File: src/rtl/ttl_pkg.sv
// rtl/ttl_pkg.sv - shared constants and preset/clear override mapping for the TTL flip-flop bank
package ttl_pkg;

  localparam logic EDGE_RISE  = 1'b1;
  localparam logic EDGE_FALL  = 1'b0;
  localparam int   FILT_CNT_W = 4;

  typedef struct packed {
    logic q;
    logic q_n;
  } ff_out_t;

  // Asynchronous-style override is in force whenever either control is low.
  function automatic logic ovr_active(input logic pre_n, input logic clr_n);
    return ~(pre_n & clr_n);
  endfunction

  // Both low drives both outputs high, as the real 7474 does.
  function automatic ff_out_t ovr_map(input logic pre_n, input logic clr_n);
    ff_out_t r;
    r.q   = ~pre_n;
    r.q_n = ~clr_n;
    return r;
  endfunction

endpackage

File: src/rtl/ttl_dff_bank_if.sv
// rtl/ttl_dff_bank_if.sv - logic clock, data, preset/clear and output bundle of the flip-flop bank
interface ttl_dff_bank_if #(
  parameter int WIDTH = 4
);

  logic             clk;
  logic [WIDTH-1:0] d;
  logic [WIDTH-1:0] pre_n;
  logic [WIDTH-1:0] clr_n;
  logic [WIDTH-1:0] q;
  logic [WIDTH-1:0] q_n;
  logic             edge_seen;

  modport master (
    output clk, d, pre_n, clr_n,
    input  q, q_n, edge_seen
  );

  modport slave (
    input  clk, d, pre_n, clr_n,
    output q, q_n, edge_seen
  );

endinterface

File: src/rtl/ttl_clk_filter.sv
// rtl/ttl_clk_filter.sv - optional clk stability filter (CLK_FILTER_EN), matched d delay, edge detector
module ttl_clk_filter
  import ttl_pkg::*;
#(
  parameter int   WIDTH       = 4,
  parameter logic CLK_EDGE    = EDGE_RISE,
  parameter int   FILT_CYCLES = 2
) (
  input  logic             mclk,
  input  logic             reset,
  input  logic             clk,
  input  logic [WIDTH-1:0] d,
  output logic             edge_det,
  output logic [WIDTH-1:0] s_d
);

  localparam logic INACTIVE = (CLK_EDGE == EDGE_RISE) ? EDGE_FALL : EDGE_RISE;

  logic             clk_f;
  logic [WIDTH-1:0] d_f;
  logic             s_clk;

`ifdef CLK_FILTER_EN
  localparam logic [FILT_CNT_W-1:0] CNT_LAST = FILT_CNT_W'(FILT_CYCLES - 1);

  logic [FILT_CNT_W-1:0] cnt;
  logic [WIDTH-1:0]      d_dly [FILT_CYCLES];

  always_ff @(posedge mclk) begin
    if (reset) begin
      clk_f <= CLK_EDGE;
      cnt   <= '0;
      for (int i = 0; i < FILT_CYCLES; i++) begin
        d_dly[i] <= '0;
      end
    end else begin
      if (clk != clk_f) begin
        if (cnt == CNT_LAST) begin
          clk_f <= clk;
          cnt   <= '0;
        end else begin
          cnt <= cnt + FILT_CNT_W'(1);
        end
      end else begin
        cnt <= '0;
      end
      // d travels through as many stages as clk needs to be accepted
      d_dly[0] <= d;
      for (int i = 1; i < FILT_CYCLES; i++) begin
        d_dly[i] <= d_dly[i-1];
      end
    end
  end

  assign d_f = d_dly[FILT_CYCLES-1];
`else
  assign clk_f = clk;
  assign d_f   = d;
`endif

  // s_clk starts at the active level so a clk already active at reset release is not an edge.
  always_ff @(posedge mclk) begin
    if (reset) begin
      s_clk <= CLK_EDGE;
      s_d   <= '0;
    end else begin
      s_clk <= clk_f;
      s_d   <= d_f;
    end
  end

  assign edge_det = (clk_f == CLK_EDGE) && (s_clk == INACTIVE);

endmodule

File: src/rtl/ttl_dff_bank.sv
// rtl/ttl_dff_bank.sv - bank of TTL-style D flip-flops on mclk; build with CLK_FILTER_EN for clk filtering
module ttl_dff_bank
  import ttl_pkg::*;
#(
  parameter int   WIDTH       = 4,
  parameter logic CLK_EDGE    = EDGE_RISE,
  parameter int   FILT_CYCLES = 2
) (
  input  logic           mclk,
  input  logic           reset,
  ttl_dff_bank_if.slave  bus
);

  if (WIDTH < 1 || WIDTH > 32 || FILT_CYCLES < 1 || FILT_CYCLES > 15) begin : g_param_check
    $error("ttl_dff_bank: parameter out of range");
  end

  logic             edge_det;
  logic [WIDTH-1:0] s_d;
  logic [WIDTH-1:0] ovr_en;
  logic [WIDTH-1:0] ovr_q;
  logic [WIDTH-1:0] ovr_qn;
  logic [WIDTH-1:0] q_r;
  logic [WIDTH-1:0] qn_r;
  logic             edge_r;

  ttl_clk_filter #(
    .WIDTH       (WIDTH),
    .CLK_EDGE    (CLK_EDGE),
    .FILT_CYCLES (FILT_CYCLES)
  ) u_clk_filter (
    .mclk     (mclk),
    .reset    (reset),
    .clk      (bus.clk),
    .d        (bus.d),
    .edge_det (edge_det),
    .s_d      (s_d)
  );

  always_comb begin
    ovr_en = '0;
    ovr_q  = '0;
    ovr_qn = '0;
    for (int i = 0; i < WIDTH; i++) begin
      ovr_en[i]              = ovr_active(bus.pre_n[i], bus.clr_n[i]);
      {ovr_q[i], ovr_qn[i]}  = ovr_map(bus.pre_n[i], bus.clr_n[i]);
    end
  end

  always_ff @(posedge mclk) begin
    if (reset) begin
      q_r    <= '0;
      qn_r   <= '1;
      edge_r <= 1'b0;
    end else begin
      edge_r <= edge_det;
      for (int i = 0; i < WIDTH; i++) begin
        if (ovr_en[i]) begin
          q_r[i]  <= ovr_q[i];
          qn_r[i] <= ovr_qn[i];
        end else if (edge_det) begin
          q_r[i]  <= s_d[i];
          qn_r[i] <= ~s_d[i];
        end else begin
          // re-derive q_n so a released double override becomes complementary again
          qn_r[i] <= ~q_r[i];
        end
      end
    end
  end

  assign bus.q         = q_r;
  assign bus.q_n       = qn_r;
  assign bus.edge_seen = edge_r;

endmodule

File: src/flat_wrapper.sv
// flat-port wrapper written by rule: the top's interface ports become plain ports
module ttl_dff_bank_flat import ttl_pkg::*;
#(
  parameter int   WIDTH       = 4,
  parameter logic CLK_EDGE    = EDGE_RISE,
  parameter int   FILT_CYCLES = 2
)
  (mclk, reset, bus_clk, bus_d, bus_pre_n, bus_clr_n, bus_q, bus_q_n, bus_edge_seen);
  ttl_dff_bank_if #(.WIDTH(WIDTH)) bus_i ();
  input  logic mclk;
  input  logic reset;
  input wire logic [$bits(bus_i.clk)-1:0] bus_clk;
  input wire logic [$bits(bus_i.d)-1:0] bus_d;
  input wire logic [$bits(bus_i.pre_n)-1:0] bus_pre_n;
  input wire logic [$bits(bus_i.clr_n)-1:0] bus_clr_n;
  output wire logic [$bits(bus_i.q)-1:0] bus_q;
  output wire logic [$bits(bus_i.q_n)-1:0] bus_q_n;
  output wire logic [$bits(bus_i.edge_seen)-1:0] bus_edge_seen;
  assign bus_i.clk = bus_clk;
  assign bus_i.d = bus_d;
  assign bus_i.pre_n = bus_pre_n;
  assign bus_i.clr_n = bus_clr_n;
  assign bus_q = bus_i.q;
  assign bus_q_n = bus_i.q_n;
  assign bus_edge_seen = bus_i.edge_seen;
  ttl_dff_bank #(.WIDTH(WIDTH), .CLK_EDGE(CLK_EDGE), .FILT_CYCLES(FILT_CYCLES)) u_core (.mclk(mclk), .reset(reset), .bus(bus_i));
endmodule
File: config.mk
export PLATFORM = sky130hd
export DESIGN_NAME = ttl_dff_bank_flat
export DESIGN_NICKNAME = d
export VERILOG_FILES = /design/src/rtl/ttl_pkg.sv /design/src/rtl/ttl_dff_bank_if.sv /design/src/rtl/ttl_clk_filter.sv /design/src/rtl/ttl_dff_bank.sv /design/src/flat_wrapper.sv
export SDC_FILE = /design/constraint.sdc
export NUM_CORES = 1
export LEC_CHECK = 0
export CAP_MARGIN = 20
export CORE_MARGIN = 1.5
export CORE_UTILIZATION = 36
export DETAILED_ROUTE_END_ITERATION = 10
export GPL_TIMING_DRIVEN = 0
export HOLD_SLACK_MARGIN = 0.03
export PLACE_DENSITY = 0.82
export SYNTH_ARGS = -nofsm -noshare
export SYNTH_HDL_FRONTEND = slang
export SYNTH_SLANG_ARGS = --single-unit
File: constraint.sdc
create_clock -name mclk -period 1.1 [get_ports mclk]
set_input_delay 0.22 -clock mclk [delete_from_list [all_inputs] [get_ports mclk]]
set_output_delay 0.22 -clock mclk [all_outputs]
set_load 0.05 [all_outputs]
==> results of run 1 <==
Yosys cell counts:
master and instances:
nand2b_1 4, a21o_1 4, o22ai_1 4, dfxtp_1 14, or2_2 1, mux2i_1 4
buf_2 1, nor2b_1 5, nor2b_4 1, buf_6 1
cell type report:
type / instances / share of cell area (%)
buffer: 2 / 2.18
clock buffer: 4 / 4.87
multi-input combinational: 23 / 25.2
sequential: 14 / 37.8
tap: 14 / 2.35
timing repair buffer: 23 / 27.6
registers in the layout (all words and copies together), names as in the netlist:
name / count
u_core.u_clk_filter.s_d: 4
u_core.bus.edge_seen: 1
u_core.bus.q_n: 4
u_core.u_clk_filter.s_clk: 1
u_core.bus.q: 4
routing by layer:
layer / GRT usage (%) / share of wire, %
met5: 0 / 0
met4: 2.59 / 0
met3: 3.47 / 6.8
met2: 26.7 / 51
met1: 16.7 / 42
where the power goes:
part	total [mW]	switching [mW]	internal, mW
clock	0.349	0.148	0.201
sequential	0.554	0.0160	0.538
combinational	0.218	0.115	0.103
path summary, 6_finish.rpt:
path	startpoint	to	slack, ps
max	u_core.bus.q_n[0]$_SDFF_PP1_	bus_q_n[0]	50
min	bus_clk	u_core.u_clk_filter.s_clk$_SDFF_PP1_	300
max reg2reg	u_core.u_clk_filter.s_clk$_SDFF_PP1_	u_core.bus.q[0]$_SDFFE_PP0P_	70
min reg2reg	u_core.u_clk_filter.s_d[3]$_SDFF_PP0_	u_core.bus.q[3]$_SDFFE_PP0P_	540
timing repair:
| item | 4_1_cts | 5_1_grt |
|---|---|---|
| cloned | 0 | 0 |
| pin swaps | 0 | 0 |
| endpoints found under the setup margin | 17 | 8 |
| resized for setup | 50 | 10 |
per-stage QoR:
stage                     setup TNS (ps)  setup WS [ps]
after floorplan                        0           32.1
after global placement             -4820           -324
after detailed placement           -5130           -398
after CTS                              0           2.04
after global routing                   0           6.19
final                                  0           53.1
cell families (layout without fill, tap and decap cells):
logic type	count (synthesis)	count (layout)	synth area share, %
mux	4	4	8.56
flops	14	14	59.9
simple gates	11	11	16.3
compound gates	8	8	11.8
buf+inv	2	29	3.47
==> results.json, run 1 <==
{
  "outcome": "complete, no violations",
  "grt_pass1_vias": 352,
  "area_delta_synth_final_pct": 59.1,
  "seqCellArea_sq_um": 282,
  "setup_viol": 0,
  "route.detailed.wl_per_inst_um": 10.9,
  "fp.dieArea_sq_um": 1530,
  "via_count": 368,
  "tightestPinTransition_ps": 252,
  "design_area_sq_um": 744,
  "die_width_um": 39.1,
  "maxCapViolations": 0,
  "synth_largest_area_cell": "dfxtp_1",
  "ir_worst_vdd_mv": 1.01,
  "reg2reg_depth": 4,
  "cts_buffers": 3,
  "routabilityCongestion": 0.663,
  "start_util_pct": 40.5,
  "min_path_type": "input pin to register",
  "rows": 12,
  "grt_setup_unrepaired": "false",
  "cts_root_buf": "clkbuf_4",
  "total_power_mw": 1.12,
  "clock_latency_ps": 260,
  "fin_util_pct": 64.4,
  "synth_top_area_share_pct": 59.9,
  "yosysSeqAreaShare_pct": 59.9,
  "synth.avg_cell_area_sq_um": 12.0,
  "slowest_stage": "dfxtp_1",
  "clock_path_buffers": 2,
  "clock_skew_ps": 2.55,
  "coreArea_sq_um": 1160,
  "cp_max_fo": 1,
  "hold-worst-slack_ps": 302,
  "nFillCells": 94,
  "cts.hold.buffers_added": 0,
  "syn_area_sq_um": 468,
  "required_ps": 880,
  "p_per_area_nw_per_um2": 1500,
  "synth_seq_cells": 14,
  "grt_usage_pct": 14.5,
  "max_freq_ghz": 0.955,
  "critPathLaunchType": "register",
  "drt_pass1_iterations": 2,
  "antenna_cells": 0,
  "syn_nets": 54,
  "cts_setup_buffers": 0,
  "antenna_found_initial": 0,
  "layout_common_cells": "clkdlybuf4s50_1, dfxtp_1, clkbuf_4, nor2b_1",
  "drv_slew": 0,
  "multi_input_area_sq_um": 188,
  "grt_max_degree": 11,
  "finalNetCount": 82,
  "drive_above_1_share_pct": 30.3,
  "cts_tree": "yes",
  "port_buffers": 23,
  "grt_pass1_wl_um": 1460,
  "hold_viol": 0,
  "final_cells": 80,
  "worstPathCellList": "buf_2",
  "min_period_ps": 1050,
  "worstPathBufferInverterCount": 1,
  "relSlewSlack_pct": 83.3,
  "place_hpwl_um": 685,
  "cp_num_cells": 1,
  "cp-end-kind": "output port",
  "first_iter_violations": 1,
  "synth_cells": 39,
  "ys_top_cells_by_area": "dfxtp_1, mux2i_1, nor2b_1",
  "die_h_um": 39.1,
  "fin_crit_sh_pct": 95.2,
  "wl_um": 872,
  "placed_area_sq_um": 716,
  "path_clk_slew_ps": 80,
  "placedCellCount": 76,
  "grt-ovfl-total": 0,
  "power_leakage_nw": 0.306,
  "ys_types": 10,
  "drc": 0,
  "vias_per_cell": 4.60,
  "ios": 24,
  "numClockSinks": 14,
  "yosysWarnings": 0,
  "hold_depth": 2,
  "ant_nets": 0,
  "cpPeakStageDelay_ps": 310,
  "crit_type": "register to output port",
  "htree_levels": 1,
  "arrival_ps": 830,
  "cpLargestDelayFamily": "flip-flops"
}
Power figures use the tool's default switching activity.
==> run 2: changes to the inputs <==
--- a/config.mk
+++ b/config.mk
@@ -5,13 +5,15 @@
 export SDC_FILE = /design/constraint.sdc
 export NUM_CORES = 1
 export LEC_CHECK = 0
+export ABC_AREA = 1
 export CAP_MARGIN = 20
 export CORE_MARGIN = 1.5
-export CORE_UTILIZATION = 36
+export CORE_UTILIZATION = 38
 export DETAILED_ROUTE_END_ITERATION = 10
 export GPL_TIMING_DRIVEN = 0
 export HOLD_SLACK_MARGIN = 0.03
 export PLACE_DENSITY = 0.82
+export SKIP_LAST_GASP = 1
 export SYNTH_ARGS = -nofsm -noshare
 export SYNTH_HDL_FRONTEND = slang
 export SYNTH_SLANG_ARGS = --single-unit
==> results.json, run 2 <==
{
  "placed_area_sq_um": 787,
  "synth_flop_cell": "dfxtp_1",
  "grt_max_degree": 9,
  "numClockSinks": 14,
  "area_delta_synth_final_pct": 46.5,
  "grt-ovfl-total": 0,
  "vias_per_cell": 4.36,
  "cpPeakStageDelay_ps": 310,
  "syn_area_sq_um": 538,
  "cp_max_fo": 1,
  "cts_root_buf": "clkbuf_4",
  "outcome": "complete, no violations",
  "die_h_um": 40.6,
  "ant_nets": 0,
  "min_period_ps": 1060,
  "synth_top_area_share_pct": 52.1,
  "maxCapViolations": 0,
  "grt_pass1_vias": 433,
  "crit_type": "register to output port",
  "place_hpwl_um": 754,
  "critPathLaunchType": "register",
  "synth_largest_area_cell": "dfxtp_1",
  "worstPathCellList": "buf_2",
  "max_freq_ghz": 0.947,
  "yosysWarnings": 0,
  "slowest_stage": "dfxtp_1",
  "antenna_cells": 0,
  "synth_cells": 77,
  "htree_levels": 1,
  "synth_edf_count": 0,
  "min_path_type": "input pin to register",
  "post-synth-top-count-cell": "nand2_1",
  "grt_setup_unrepaired": "true",
  "finalNetCount": 120,
  "start_util_pct": 40.8,
  "grt_pass1_wl_um": 1600,
  "drive_above_1_share_pct": 15.4,
  "final.setup.tns_ps": 0,
  "tightestPinTransition_ps": 248,
  "drc": 0,
  "fin_crit_sh_pct": 96.0,
  "grt_usage_pct": 15.8,
  "routabilityCongestion": 0.603,
  "relSlewSlack_pct": 83.6,
  "synthTopCellsByCount": "nand2_1, dfxtp_1, inv_1, nor2_1, nand3_1",
  "antenna_found_initial": 0,
  "power_leakage_nw": 0.422,
  "arrival_ps": 840,
  "die_width_um": 40.6,
  "highest_layer": "met4",
  "design_area_sq_um": 788,
  "cpLargestDelayFamily": "flip-flops",
  "r2r_slack_ps": 220,
  "route.detailed.wl_per_inst_um": 8.15,
  "wl_um": 970,
  "required_ps": 880,
  "ir_worst_vdd_mv": 0.687,
  "layout_common_cells": "nand2_1, clkdlybuf4s50_1, dfxtp_1, inv_1, nor2_1",
  "worstPathBufferInverterCount": 1,
  "p_per_area_nw_per_um2": 1490,
  "wl_met1_um": 422,
  "async_flop_share_pct": 0,
  "cp-end-kind": "output port",
  "port_buffers": 23,
  "cts_tree": "yes",
  "via_count": 519,
  "cts_setup_buffers": 0,
  "drt_pass1_iterations": 4,
  "ys_types": 9,
  "coreArea_sq_um": 1320,
  "yosysSeqAreaShare_pct": 52.1,
  "clock_skew_ps": 5.66,
  "total_power_mw": 1.18,
  "cts_buffers": 3,
  "first_iter_violations": 8,
  "drv_slew": 0,
  "path_clk_slew_ps": 90,
  "synth.avg_cell_area_sq_um": 6.99,
  "syn_nets": 92,
  "dr_wl_met3_um": 54,
  "hold_viol": 0,
  "clock_path_buffers": 2,
  "rows": 13,
  "wl_met2_um": 470,
  "setup_viol": 0,
  "ios": 24,
  "final_common_cell": "nand2_1",
  "synth_seq_cells": 14,
  "fp.dieArea_sq_um": 1650,
  "ys_top_cells_by_area": "dfxtp_1, nand2_1, nand3_1",
  "clock_latency_ps": 270
}
[run 2: cell count changes after synthesis, sizes merged, moves of 6 or more]
cell   delta
nand3    +12
nand2    +22
inv      +14
nor2     +13
nor2b     -6
[run 2: per-stage QoR]
step           util, %  setup slack (ps)  hold slack, ps  cells
4_1_cts           59.1            -0.412             450    119
3_5_place_dp      59.7              -232             516    115
2_1_floorplan        -              77.1             291     77
5_1_grt           59.8             -7.77             464    119
6_report          59.8              43.8             454    119
3_3_place_gp      59.7              -241             513    115
[run 2: per-layer routing]
metal	vias to the layer above	track usage, %
met5	-	0
met4	0	15.0
met3	2	3.26
met2	16	23.0
met1	216	18.9
li1	285	-
[run 2: final cells by class]
type                       instances  area, sq um
clock buffer                       4         36.3
fill                             126          529
inverter                          14         52.6
multi-input combinational         49          205
sequential                        14          280
tap                               15         18.8
timing repair buffer              23          195
[run 2: worst paths after layout]
check	from	endpoint	depth (start not counted)
worst max-delay path	u_core.bus.q_n[2]$_SDFF_PP1_	bus_q_n[2]	1
worst min-delay path	bus_d[3]	u_core.u_clk_filter.s_d[3]$_SDFF_PP0_	3
worst max register to register	u_core.u_clk_filter.s_clk$_SDFF_PP1_	u_core.bus.q[2]$_SDFFE_PP0P_	6
worst min register to register	u_core.u_clk_filter.s_d[1]$_SDFF_PP0_	u_core.bus.q_n[1]$_SDFF_PP1_	3
[run 2: cell families (layout without fill, tap and decap cells)]
group	after synthesis	count (layout)	synth area share, %
compound gates	1	1	0.929
buf+inv	14	41	9.77
flops	14	14	52.1
simple gates	48	48	37.2
[run 2: what timing repair did]
item | 4_1_cts | 5_1_grt
pin swaps | 0 | 0
endpoints found under the setup margin | 9 | 4
resized for setup | 45 | 6
hold buffers | 0 | 0
[run 2: where the power goes]
part / total [mW] / leakage (nW) / switching (mW) / internal (mW)
clock network: 0.362 / 0.0210 / 0.161 / 0.201
logic: 0.261 / 0.284 / 0.163 / 0.0980
registers: 0.553 / 0.117 / 0.0107 / 0.542
total: 1.18 / 0.422 / 0.335 / 0.841
==> run 3: changes to the inputs <==
--- a/config.mk
+++ b/config.mk
@@ -7,7 +7,6 @@
 export LEC_CHECK = 0
 export ABC_AREA = 1
 export CAP_MARGIN = 20
-export CORE_MARGIN = 1.5
 export CORE_UTILIZATION = 38
 export DETAILED_ROUTE_END_ITERATION = 10
 export GPL_TIMING_DRIVEN = 0
==> results.json, run 3 (synthesis gave the netlist of run 2 again) <==
{
  "first_iter_violations": 13,
  "grt-ovfl-total": 0,
  "cpLargestDelayFamily": "flip-flops",
  "min_path_type": "input pin to register",
  "power_leakage_nw": 0.428,
  "hold_depth": 3,
  "fin_util_pct": 61.5,
  "relSlewSlack_pct": 86.7,
  "clock_skew_ps": 7.39,
  "design_area_sq_um": 801,
  "cts_buffers": 3,
  "cts.hold.buffers_added": 0,
  "rows": 13,
  "grt_pass1_vias": 426,
  "antenna_found_initial": 0,
  "arrival_ps": 830,
  "pwr-share-seq_pct": 45.9,
  "grt_setup_unrepaired": "true",
  "grt_usage_pct": 15.7,
  "ios": 24,
  "hold_viol": 0,
  "wl_um": 1060,
  "required_ps": 880,
  "start_util_pct": 41.3,
  "fp.dieArea_sq_um": 1570,
  "ant_nets": 0,
  "grt_pass1_wl_um": 1560,
  "vias_per_cell": 4.42,
  "numClockSinks": 14,
  "final_common_cell": "nand2_1",
  "drc": 0,
  "place_ws_ps": -228,
  "cp_num_cells": 1,
  "p_per_area_nw_per_um2": 1500,
  "total_power_mw": 1.20,
  "slowest_stage": "dfxtp_1",
  "cts_tree": "yes",
  "cts_setup_buffers": 0,
  "die_width_um": 39.6,
  "drt_pass1_iterations": 4,
  "via_count": 526,
  "port_buffers": 23,
  "layout_common_cells": "nand2_1, clkdlybuf4s50_1, dfxtp_1, inv_1, nor2_1",
  "clock_latency_ps": 300,
  "cts.repair.resized": 49,
  "finalNetCount": 120,
  "maxCapViolations": 0,
  "cp-end-kind": "output port",
  "hold-worst-slack_ps": 433,
  "place_hpwl_um": 835,
  "cpPeakStageDelay_ps": 340,
  "worstPathBufferInverterCount": 1,
  "max_freq_ghz": 0.951,
  "coreArea_sq_um": 1300,
  "fin_crit_sh_pct": 95.6,
  "clock_path_buffers": 2,
  "pwr-share-comb_pct": 22.3,
  "area_delta_synth_final_pct": 48.8,
  "placed_area_sq_um": 787,
  "route.detailed.wl_per_inst_um": 8.94,
  "die_h_um": 39.6,
  "worstPathCellList": "buf_4",
  "reg2reg_depth": 6,
  "clockPowerShare_pct": 31.7,
  "outcome": "complete, no violations",
  "crit_type": "register to output port",
  "timing.final.ws_setup_ps": 48.9,
  "ir_worst_vdd_mv": 0.875,
  "swShare_pct": 29.4,
  "routabilityCongestion": 0.771,
  "cts_root_buf": "clkbuf_4",
  "tightestPinTransition_ps": 199,
  "path_clk_slew_ps": 90,
  "min_period_ps": 1050,
  "internal_power_mw": 0.849,
  "grt_max_degree": 9,
  "antenna_cells": 0,
  "cp_max_fo": 2,
  "drv_slew": 0,
  "p_switching_mw": 0.354,
  "critPathLaunchType": "register",
  "setup_viol": 0,
  "drive_above_1_share_pct": 15.4,
  "htree_levels": 1
}
==> run 3: cell types whose count changed in the layout (fill, tap and decap cells not counted), sizes merged <==
cell,change
buf,-2
clkbuf,+2
==> run 3: worst register-to-register path, stage by stage, from the launching register on <==
cell     delay, ps
dfxtp_1        300
inv_1           90
nand2_2        110
nand2_1        100
nand2_1         50
nor2_1          90
nor2_1          40
==> run 3: path summary, 6_finish.rpt <==
path	from	end	slack [ps]
setup / recovery	u_core.bus.q[1]$_SDFFE_PP0P_	bus_q[1]	50
hold / removal	bus_d[2]	u_core.u_clk_filter.s_d[2]$_SDFF_PP0_	430
setup reg to reg	u_core.u_clk_filter.s_clk$_SDFF_PP1_	u_core.bus.q[0]$_SDFFE_PP0P_	210
hold reg to reg	u_core.u_clk_filter.s_d[2]$_SDFF_PP0_	u_core.bus.q_n[2]$_SDFF_PP1_	530
==> run 3: layout make-up <==
| cell class | instances | area (sq um) |
|---|---|---|
| Tap cell | 15 | 18.8 |
| Sequential cell | 14 | 280 |
| Fill cell | 134 | 500 |
| Inverter | 14 | 52.6 |
| Clock buffer | 4 | 36.3 |
| Timing Repair Buffer | 23 | 208 |
| Multi-Input combinational cell | 49 | 205 |
==> run 3: routing by layer <==
metal | track usage [%] | vias to the layer above | routed length [um]
li1 | - | 287 | -
met1 | 15.6 | 220 | 447
met2 | 26.2 | 16 | 521
met3 | 8.52 | 3 | 70
met4 | 7.76 | 0 | 24
met5 | 0 | - | 0
==> run 3: stage by stage <==
| stage | setup TNS [ps] | cells |
|---|---|---|
| final | 0 | 119 |
| after global routing | -10.9 | 119 |
| after CTS | -24.0 | 119 |
| after detailed placement | -3450 | 115 |
| after global placement | -2990 | 115 |
| after floorplan | 0 | 77 |
==> run 3: power groups by stage <==
stage	clock network, mW	registers [mW]	logic (mW)
detailed placement	0	0.566	0.280
global placement	0	0.564	0.274
global route	0.414	0.558	0.290
floorplan	0	0.656	0.0690
CTS	0.394	0.553	0.264
finish	0.382	0.553	0.269
